$ cat src/rtl/rom_scan_sequencer.sv
// ROM scan sequencer: debounced manual stepping or auto dump over valid/ready.
// Optional ROM_SCAN_CHECKSUM_EN adds a 16-bit running sum of streamed words.
module rom_scan_sequencer #(
  parameter int unsigned          DATA_WIDTH      = 8,
  parameter int unsigned          ADDRESS_WIDTH   = 9,
  parameter int unsigned          CS_WIDTH        = 4,
  parameter logic [CS_WIDTH-1:0]  CS_ACTIVE       = CS_WIDTH'(1),
  parameter int unsigned          ACCESS_CYCLES   = 4,
  parameter int unsigned          DEBOUNCE_CYCLES = 250000
) (
  input  logic                     clk,
  input  logic                     reset,
  input  logic                     mode,
  input  logic                     start,
  input  logic                     increment_address,
  input  logic                     decrement_address,
  input  logic [ADDRESS_WIDTH-1:0] max_address,
  input  logic [DATA_WIDTH-1:0]    data_line_in,
  output logic [ADDRESS_WIDTH-1:0] address_line,
  output logic [CS_WIDTH-1:0]      chip_select,
  output logic [DATA_WIDTH-1:0]    data_line,
  output logic [DATA_WIDTH-1:0]    data_out,
  output logic                     data_valid,
  input  logic                     data_ready,
  output logic                     busy,
  output logic                     done
`ifdef ROM_SCAN_CHECKSUM_EN
  ,
  output logic [15:0]              checksum
`endif
);

  localparam int unsigned AccW = (ACCESS_CYCLES > 1) ? $clog2(ACCESS_CYCLES) : 1;
  localparam int unsigned DbW  = $clog2(DEBOUNCE_CYCLES + 1);
  localparam logic [AccW-1:0] AccLast = AccW'(ACCESS_CYCLES - 1);
  localparam logic [DbW-1:0]  DbLast  = DbW'(DEBOUNCE_CYCLES - 1);
  localparam logic [DbW-1:0]  DbMax   = DbW'(DEBOUNCE_CYCLES);

  typedef enum logic [2:0] {StIdle, StSetup, StSample, StHandoff, StDone} state_e;

  state_e                   state_q, state_d;
  logic [ADDRESS_WIDTH-1:0] addr_q, addr_d;
  logic [AccW-1:0]          acc_q, acc_d;
  logic                     auto_q, auto_d;
  logic                     refresh_q, refresh_d;
  logic                     capture;

  logic [1:0] btn_raw;
  logic [1:0] sync1_q, sync2_q;
  logic [1:0] btn_event;
  logic       inc_ev, dec_ev;

  assign btn_raw = {decrement_address, increment_address};

  always_ff @(posedge clk) begin
    if (reset) begin
      sync1_q <= '0;
      sync2_q <= '0;
    end else begin
      sync1_q <= btn_raw;
      sync2_q <= sync1_q;
    end
  end

  // Counter saturates after the accepting sample so a held button never repeats.
  for (genvar b = 0; b < 2; b++) begin : g_db
    logic [DbW-1:0] cnt_q;
    always_ff @(posedge clk) begin
      if (reset || !sync2_q[b]) begin
        cnt_q <= '0;
      end else if (cnt_q != DbMax) begin
        cnt_q <= cnt_q + DbW'(1);
      end
    end
    assign btn_event[b] = sync2_q[b] && (cnt_q == DbLast);
  end

  assign inc_ev = btn_event[0] && !btn_event[1];
  assign dec_ev = btn_event[1] && !btn_event[0];

  // State register; reset parks in IDLE with a pending display refresh.
  always_ff @(posedge clk) begin
    if (reset) begin
      state_q   <= StIdle;
      addr_q    <= '0;
      acc_q     <= '0;
      auto_q    <= 1'b0;
      refresh_q <= 1'b1;
    end else begin
      state_q   <= state_d;
      addr_q    <= addr_d;
      acc_q     <= acc_d;
      auto_q    <= auto_d;
      refresh_q <= refresh_d;
    end
  end

  always_comb begin
    state_d   = state_q;
    addr_d    = addr_q;
    acc_d     = '0;
    auto_d    = auto_q;
    refresh_d = refresh_q;
    capture   = 1'b0;
    unique case (state_q)
      StIdle: begin
        if (refresh_q) begin
          refresh_d = 1'b0;
          auto_d    = 1'b0;
          state_d   = StSetup;
        end else if (mode) begin
          if (start) begin
            addr_d  = '0;
            auto_d  = 1'b1;
            state_d = StSetup;
          end
        end else if (inc_ev) begin
          addr_d  = (addr_q >= max_address) ? '0 : addr_q + ADDRESS_WIDTH'(1);
          auto_d  = 1'b0;
          state_d = StSetup;
        end else if (dec_ev) begin
          addr_d  = (addr_q == '0 || addr_q > max_address) ? max_address
                                                           : addr_q - ADDRESS_WIDTH'(1);
          auto_d  = 1'b0;
          state_d = StSetup;
        end
      end
      StSetup: begin
        if (acc_q == AccLast) begin
          state_d = StSample;
        end else begin
          acc_d = acc_q + AccW'(1);
        end
      end
      StSample: begin
        capture = 1'b1;
        state_d = auto_q ? StHandoff : StIdle;
      end
      StHandoff: begin
        if (data_ready) begin
          if (addr_q == max_address) begin
            state_d = StDone;
          end else begin
            addr_d  = addr_q + ADDRESS_WIDTH'(1);
            state_d = StSetup;
          end
        end
      end
      StDone: begin
        addr_d  = '0;
        auto_d  = 1'b0;
        state_d = StIdle;
      end
      default: state_d = StIdle;
    endcase
  end

  always_comb begin
    address_line = addr_q;
    chip_select  = '0;
    data_valid   = 1'b0;
    done         = 1'b0;
    busy         = (state_q != StIdle);
    unique case (state_q)
      StSetup, StSample: chip_select = CS_ACTIVE;
      StHandoff:         data_valid  = 1'b1;
      StDone:            done        = 1'b1;
      default:           ;
    endcase
  end

  always_ff @(posedge clk) begin
    if (reset) begin
      data_line <= '0;
      data_out  <= '0;
    end else if (capture) begin
      data_line <= data_line_in;
      data_out  <= data_line_in;
    end
  end

`ifdef ROM_SCAN_CHECKSUM_EN
  logic [15:0] sum_q;
  logic        accept, clear_sum;

  assign accept    = (state_q == StHandoff) && data_ready;
  assign clear_sum = (state_q == StIdle) && !refresh_q && mode && start;
  assign checksum  = sum_q;

  always_ff @(posedge clk) begin
    if (reset || clear_sum) begin
      sum_q <= '0;
    end else if (accept) begin
      sum_q <= sum_q + 16'(data_out);
    end
  end
`endif

endmodule

$ cat config.mk
export PLATFORM = sky130hd
export DESIGN_NAME = rom_scan_sequencer
export DESIGN_NICKNAME = d
export VERILOG_FILES = /design/src/rtl/rom_scan_sequencer.sv
export SDC_FILE = /design/constraint.sdc
export NUM_CORES = 1
export LEC_CHECK = 0
export CAP_MARGIN = 15
export CORE_MARGIN = 2
export CORE_UTILIZATION = 45
export CTS_CLUSTER_SIZE = 8
export DETAILED_ROUTE_END_ITERATION = 6
export HOLD_SLACK_MARGIN = 0.05
export PLACE_DENSITY_LB_ADDON = 0.3
export SETUP_SLACK_MARGIN = 0.15
export SYNTH_ARGS = -nofsm -noshare
export SYNTH_HDL_FRONTEND = slang
export SYNTH_SLANG_ARGS = --single-unit
$ cat constraint.sdc
create_clock -name clk -period 3.1 [get_ports clk]
set_input_delay 0.465 -clock clk [delete_from_list [all_inputs] [get_ports clk]]
set_output_delay 0.465 -clock clk [all_outputs]
set_load 0.01 [all_outputs]
==> results of run 1 <==
kinds of logic (layout without fill, tap and decap cells):
kind of cell    Yosys count  in the layout
flops                    64             64
compound gates           73             73
other cells               1              3
mux                      12             12
simple gates            193            193
fa+ha+maj                18             18
xor+xnor                 44             44
buf+inv                  50             97
worst paths after layout:
path | cells past startpoint | to | slack, ps
max | 12 | address_line[1]$_SDFFE_PP0P_ | 340
min reg2reg | 1 | acc_q[0]$_SDFF_PP0_ | 420
min | 1 | acc_q[0]$_SDFF_PP0_ | 420
max reg2reg | 12 | address_line[1]$_SDFFE_PP0P_ | 340
cells in the mapped netlist (all sizes together), types with 4 or more instances:
cell type | number | share of area, %
ha | 18 | 5.8
a2bb2oi | 5 | 1.1
clkbuf | 9 | 0.87
and4 | 5 | 1.2
inv | 19 | 1.9
dfxtp | 64 | 33
a21oi | 13 | 1.8
nand2 | 39 | 3.8
o221ai | 5 | 1.1
nor2b | 7 | 1.1
xor2 | 27 | 6.1
nand3 | 20 | 3.0
nor2 | 61 | 5.9
buf | 22 | 4.0
nor4 | 9 | 2.4
and3 | 5 | 0.80
mux2i | 12 | 3.1
nor3 | 16 | 2.7
or3 | 4 | 0.64
o21ai | 22 | 3.0
nand4 | 7 | 1.3
xnor2 | 17 | 3.8
critical path, stage by stage, from the launching register on:
cell	delay [ps]
dfxtp_1	340
or4b_1	580
nor4_4	230
nand2_2	110
inv_1	70
ha_1	150
nor3_2	40
o31ai_2	270
a21o_2	220
buf_4	150
nand2_2	60
a221o_1	280
o22ai_1	170
final cells by class:
class                   instances  area, µm²  share of cell area [%]
clock buffers                   9        124                    2.65
well taps                     105        131                    2.81
flip-flops and latches         64       1280                    27.5
clock inverters                 7       71.3                    1.53
inverters                      19       73.8                    1.58
multi-input cells             343       2390                    51.2
repair buffers                 62        596                    12.8
flip-flops by register name, indices dropped and copies added, names as in the netlist:
signal and count:
acc_q 2, address_line 9, auto_q 1, data_out 8, g_db.cnt_q 36, refresh_q 1
state_q 3, sync1_q 2, sync2_q 2
metrics by stage:
step                      setup slack, ps  utilization [%]
after floorplan                       536                -
after global placement                283             53.2
after detailed placement              218             53.2
after CTS                             196             55.6
after global routing                  180             56.3
final                                 341             56.3
routing by layer:
| metal | GRT usage [%] | up-vias | part of all wire, % |
|---|---|---|---|
| li1 | - | 1672 | - |
| met1 | 25.5 | 1570 | 48 |
| met2 | 29.2 | 75 | 47 |
| met3 | 3.54 | 6 | 4.8 |
| met4 | 4.88 | 0 | 0.79 |
| met5 | 0 | - | 0 |
repair_timing:
action | 4_1_cts | 5_1_grt
hold buffers | 0 | 0
setup endpoints to repair | 0 | 10
resized for setup | 0 | 9
hold endpoints to repair | 0 | 0
setup buffers | 0 | 2
power breakdown:
group,switching (mW),leakage [nW],internal (mW)
Sequential,0.0270,0.518,0.835
Clock,0.353,0.0916,0.371
Combinational,0.143,1.04,0.134
==> results.tsv, run 1 <==
metric	value	unit
power_density	399	nW/µm²
p_total	1.86	mW
cap_violations	0	
synth_top_flop_cell	dfxtp_1	
rsz0062_at_grt	no	
crit_path_start	g_db[1].cnt_q[5]$_SDFFE_PP0P_	
overflow	0	
synth-xor-area-share	9.91	%
final_hold_viol_count	0	
synth-edff-count	0	
cts_tree	built	
stdcell_count	609	
port_buffers	52	
mostFrequentLayoutCells	dfxtp_1, nor2_1, clkdlybuf4s50_1	
dp_hpwl	6180	µm
grtUsageTotal	18.3	%
cts.sink_count	64	
p_leak	1.65	nW
tns	0	ps
synth_warnings	0	
wire_per_inst	14.3	µm
crit_fanout	6	
drc_errors	0	
slew_headroom	45.6	%
fin_hold_ws	421	ps
worst-setup-path-type	register to register	
numCtsBuffers	9	
grt_pass1_vias	3028	
place_area	4420	µm²
synth_top_family_by_area	simple AND/OR/NAND/NOR gates	
cp_data_required_time	3370	ps
place.gp.congestion	0.881	
drt_iter0_drc	115	
dieArea	9400	µm²
syn_area	3890	µm²
start_util	46.8	%
placedCellCount	591	
fmax	362	MHz
diodes	0	
clk_latency	340	ps
syn_inst	455	
viasPerCell	5.46	
vdd_drop_max	0.195	mV
ys_seq_area_share	33.0	%
synth_cell_types	70	
vias	3323	
reg2reg_from	g_db[1].cnt_q[5]$_SDFFE_PP0P_	
synth-simple-area-share	27.5	%
antenna_found_initial	0	
synth_area_per_cell	8.54	µm²
maxSlewViolCount	0	
skew	11.5	ps
ant_nets	0	
die_y	96.9	µm
dr.pass1.iters	4	
synth_compound_area_share	13.8	%
core-area	8300	µm²
grt_pass1_wl	14400	µm
cp-start-kind	register	
cts-root-buf	clkbuf_8	
hold_path.startpoint	acc_q[0]$_SDFF_PP0_	
area_growth_syn_to_layout	20.1	%
finalCriticalPeriod	2760	ps
clk_pin_slew_worst_paths	80	ps
row_count	33	
clock_path_buffers	2	
async_reset_ff_share	0	%
critical_path_arrival	3030	ps
min_path_type	register to register	
die_width	96.9	µm
ios	56	
cp-end-kind	register	
post-route-period-util	89.0	%
synthMuxAreaShare	3.09	%
tightest_slew	811	ps
synth_seq_cells	64	
setup_viol	0	
nNetsFinal	541	
final_common_cell	dfxtp_1	
grt_start_max_net_pins	30	
design_area	4670	µm²
outcome	finished, final reports clean	
fill_cells	775	
synth_adder_area_share	5.79	%
htree_levels	3	
wirelength	8710	µm
layout-drive-gt1-share	11.3	%
Note: power is estimated with default switching activity, not from simulation.
==> run 2: changes to the inputs <==
--- a/config.mk
+++ b/config.mk
@@ -10,7 +10,6 @@
 export CORE_UTILIZATION = 45
 export CTS_CLUSTER_SIZE = 8
 export DETAILED_ROUTE_END_ITERATION = 6
-export HOLD_SLACK_MARGIN = 0.05
 export PLACE_DENSITY_LB_ADDON = 0.3
 export SETUP_SLACK_MARGIN = 0.15
 export SYNTH_ARGS = -nofsm -noshare
==> results of run 2 <==
The final DEF is identical to that of run 1; final timing and power are the same.
==> run 3: changes to the inputs <==
--- a/config.mk
+++ b/config.mk
@@ -8,7 +8,7 @@
 export CAP_MARGIN = 15
 export CORE_MARGIN = 2
 export CORE_UTILIZATION = 45
-export CTS_CLUSTER_SIZE = 8
+export CTS_CLUSTER_SIZE = 20
 export DETAILED_ROUTE_END_ITERATION = 6
 export PLACE_DENSITY_LB_ADDON = 0.3
 export SETUP_SLACK_MARGIN = 0.15
==> results of run 3 <==
The final DEF is identical to that of run 1; final timing and power are the same.
